**src/rtl/m6502_bus_bridge.sv**
```systemverilog
// Bridges single-cycle 6502-style read/write pulses onto a level-strobed memory bus with ack handshake.
// Optional timeout abort is compiled in with `define M6502_BUS_TIMEOUT_EN.
module m6502_bus_bridge #(
    parameter int TIMEOUT_CYCLES = 255
) (
    input  logic        clk,
    input  logic        reset_n,
    input  logic [15:0] addr,
    input  logic        rd_req,
    input  logic        wr_en,
    input  logic [7:0]  wr_data,
    output logic [7:0]  rd_data,
    output logic        ready,
    output logic [15:0] mem_addr,
    output logic        mem_rd,
    output logic        mem_wr,
    output logic [7:0]  mem_wdata,
    input  logic [7:0]  mem_rdata,
    input  logic        mem_ack,
    output logic        bus_err
);

    typedef enum logic [1:0] {
        IDLE  = 2'd0,
        READ  = 2'd1,
        WRITE = 2'd2
    } state_t;

    state_t      r_state;
    state_t      w_nextState;
    logic        w_timeout;
    logic [15:0] r_memAddr;
    logic [7:0]  r_memWdata;
    logic [7:0]  r_rdData;

`ifdef M6502_BUS_TIMEOUT_EN
    logic [7:0] r_count;
    logic       r_busErr;

    // Ack wins over a timeout landing on the same edge.
    assign w_timeout = (r_state != IDLE) && !mem_ack && (r_count == 8'(TIMEOUT_CYCLES - 1));

    always_ff @(posedge clk or negedge reset_n) begin
        if (!reset_n) begin
            r_count  <= 8'd0;
            r_busErr <= 1'b0;
        end else begin
            if (r_state == IDLE)
                r_count <= 8'd0;
            else if (!mem_ack)
                r_count <= r_count + 8'd1;
            if (w_timeout)
                r_busErr <= 1'b1;
        end
    end

    assign bus_err = r_busErr;
`else
    logic [7:0] w_unusedLimit;

    assign w_unusedLimit = 8'(TIMEOUT_CYCLES);
    assign w_timeout     = 1'b0;
    assign bus_err       = 1'b0;
`endif

    always_ff @(posedge clk or negedge reset_n) begin
        if (!reset_n)
            r_state <= IDLE;
        else
            r_state <= w_nextState;
    end

    always_comb begin
        w_nextState = r_state;
        case (r_state)
            IDLE: begin
                if (wr_en)
                    w_nextState = WRITE;
                else if (rd_req)
                    w_nextState = READ;
            end
            READ, WRITE: begin
                if (mem_ack || w_timeout)
                    w_nextState = IDLE;
            end
            default: w_nextState = IDLE;
        endcase
    end

    always_comb begin
        ready  = (r_state == IDLE);
        mem_rd = (r_state == READ);
        mem_wr = (r_state == WRITE);
    end

    // Address/data are captured only on acceptance so they stay put for the whole strobe.
    always_ff @(posedge clk or negedge reset_n) begin
        if (!reset_n) begin
            r_memAddr  <= 16'd0;
            r_memWdata <= 8'd0;
            r_rdData   <= 8'd0;
        end else begin
            if (r_state == IDLE) begin
                if (wr_en) begin
                    r_memAddr  <= addr;
                    r_memWdata <= wr_data;
                end else if (rd_req) begin
                    r_memAddr <= addr;
                end
            end else if (r_state == READ) begin
                if (mem_ack)
                    r_rdData <= mem_rdata;
                else if (w_timeout)
                    r_rdData <= 8'hFF;
            end
        end
    end

    assign mem_addr  = r_memAddr;
    assign mem_wdata = r_memWdata;
    assign rd_data   = r_rdData;

endmodule

```
**config.mk**
```make
export PLATFORM = sky130hd
export DESIGN_NAME = m6502_bus_bridge
export DESIGN_NICKNAME = d
export VERILOG_FILES = /design/src/rtl/m6502_bus_bridge.sv
export SDC_FILE = /design/constraint.sdc
export NUM_CORES = 1
export LEC_CHECK = 0
export CORE_UTILIZATION = 65
export DETAILED_ROUTE_END_ITERATION = 7
export DONT_BUFFER_PORTS = 1
export PLACE_DENSITY = 0.86
export SYNTH_ARGS = -nofsm -noshare
export SYNTH_HDL_FRONTEND = slang
export SYNTH_SLANG_ARGS = --single-unit
```
**constraint.sdc**
```tcl
create_clock -name clk -period 2.9 [get_ports clk]
set_clock_uncertainty 0.2 [all_clocks]
set_input_delay 0.58 -clock clk [delete_from_list [all_inputs] [get_ports clk]]
set_output_delay 0.58 -clock clk [all_outputs]
set_load 0.005 [all_outputs]
```
==> results.txt <==
Outcome = finished, final reports clean
Initial antenna violation count = 0
Post-CTS setup buffers = 0
Synth top area cells = dfrtp_1 (60%), mux2_2 (17%), mux2_4 (11%), ha_1 (4.4%), o21ai_4 (1.1%)
Cell Area, Synth = 1419 sq um
RSZ-0062 raised after global routing = no
Setup violators final = 0
GRT Residual Overflow = 0
Area grow syn2layout = 7.143%
Worst EP required = 2.12 ns
Detailed placer's ending HPWL = 1860 microns
Worst-path fanout max = 4
Buffers added on ports = 0
Kind of start point of the critical path = register
Starting Density = 70.88%
Final Cycle Share = 66.81%
Layout cells sized above 1 = 44.21%
Post-CTS resize count = 0
Top Ports = 73
Post-synth cell types = 17
Max Cap Viol = 0
VDD IR max = 0.0007222 V
Clk pin slew, worst setup/hold paths = 0.09 ns
Chip height = 48.72 microns
Core Rows = 16
Yosys synthesis warning count = 0
First-pass GRT wire length = 3898 microns
Design Power = 1.699 mW
GPL Wtd Cong = 0.5801
Worst slew pin tran = 0.6448 ns
H-tree depth = 2
DRT Wirelength = 2433 microns
Vias per cell = 5.795
Root Driver = clkbuf_4
Slew Limit Fails = 0
Seq cells post-synth = 34
# clock sinks = 34
Register area share after synthesis = 59.96%
CP Data Arrival Time = 1.16 ns
Commonest non-fill, non-tap cells in the layout = dfrtp_1 (34), mux2_2 (22), mux2_4 (10), ha_1 (5), clkbuf_4 (5)
Top-area cell type share of the netlist area = 59.96%
Hold buffer count at CTS = 2
DRT Pass-1 Iters = 4
Min-delay worst type = input pin to register
Drt wl/cell = 19.94 microns
P_leak = 0.7074 nW
N_diodes = 0
Core area = 2002 sq um
Synth Net Count = 129
Die ar. = 2374 sq um
CTS tree = built
Setup TNS = 0 ns
Final ANT Viol Nets = 0
Nets = 136
Endpoint class of the critical path = output port
Cell Pwr Density = 1118 nW/um^2
Clk_lat worst skew = 0.32 ns
Slew HR = 56.85%
# fillers = 122
Mapped Avg Cell Area = 16.31 sq um
Vias = 707
Minimum clock period = 1.937 ns
Yosys top cell by area = dfrtp_1
Synth Instances = 87
Commonest non-fill, non-tap cell in the layout = dfrtp_1
Residual DRC = 0
Largest net degree at the start of global routing = 35
Total track usage = 23.62%
CP Class = register to output port
Number of global-route vias before repair = 815
Final Util = 75.94%
Die W = 48.72 microns
CTS Buf Count = 5
FMAX = 0.5161 GHz
Iteration-0 DRC Markers = 1
Final hold vios = 0
Bufs on Longest Clock Path = 2
-- through the flow --
step | setup slack, ns | hold slack (ns) | area, sq um | cells
final | 0.9625 | 0.1736 | 1520 | 122
after global routing | 0.8637 | 0.1341 | 1520 | 122
after CTS | 0.9455 | 0.1646 | 1520 | 122
after detailed placement | 1.049 | 0.08510 | 1430 | 112
after global placement | 1.086 | 0.08506 | 1430 | 112
after floorplan | 1.284 | 0.08441 | 1419 | 87
-- registers in the layout, summed over array words and instances, names as in the netlist --
name,flops
rd_data,8
mem_wdata,8
r_state,2
mem_addr,16
-- kinds of logic after synthesis --
family,after synthesis,synth area share (%)
flip-flops,34,59.97
multiplexers,32,28.04
buffers and inverters,6,2.645
AO/OA/AOI/OAI,5,3.263
adder cells (fa/ha/maj),5,4.409
AND/OR/NAND/NOR,4,1.411
other,1,0.2643
-- worst paths after layout --
kind	from	slack, ns	end	cells past startpoint
min reg2reg	rd_data[6]	0.34	rd_data[6]	1
min in group asynchronous	reset_n	0.49	mem_wdata[1]	2
max	r_state[0]	0.96	ready	2
max reg2reg	r_state[0]	1.14	mem_addr[2]	4
max in group asynchronous	reset_n	1.84	mem_wdata[2]	2
min	wr_en	0.17	r_state[0]	1
-- layout make-up --
cell class / instances / area, sq um / share of cell area [%]
Clock buffer: 7 / 55.05 / 3.621
Clock inverter: 1 / 5.005 / 0.3292
Inverter: 4 / 15.01 / 0.9877
Multi-Input combinational cell: 47 / 530.5 / 34.90
Sequential cell: 34 / 850.8 / 55.97
Tap cell: 27 / 33.78 / 2.222
Timing Repair Buffer: 2 / 30.03 / 1.975
-- worst max-delay path: stages, from the launching register on --
cell	delay [ns]
dfrtp_1	0.41
inv_1	0.14
ha_1	0.28
-- layer usage --
layer / part of all wire (%) / track usage [%]
met1: 35 / 25.88
met2: 53 / 37.04
met3: 9.9 / 11.32
met4: 2.1 / 14.22
met5: 0 / 0
-- Yosys cell counts --
master     count
nor2_1         1
a21o_1         1
o21ai_4        1
o2bb2ai_1      1
mux2_4        10
buf_4          1
a21oi_1        1
conb_1         1
buf_8          1
o32ai_1        1
ha_1           5
mux2_2        22
nor2b_1        1
nand2_2        1
nand2_1        1
dfrtp_1       34
inv_1          4
-- power breakdown --
| group | switching, mW | leakage, nW | total (mW) | internal (mW) |
|---|---|---|---|---|
| sequential | 0.185 | 0.402 | 0.900 | 0.716 |
| combinational | 0.210 | 0.271 | 0.534 | 0.324 |
| clock | 0.147 | 0.0353 | 0.265 | 0.117 |
Note: power is estimated with default switching activity, not from simulation.
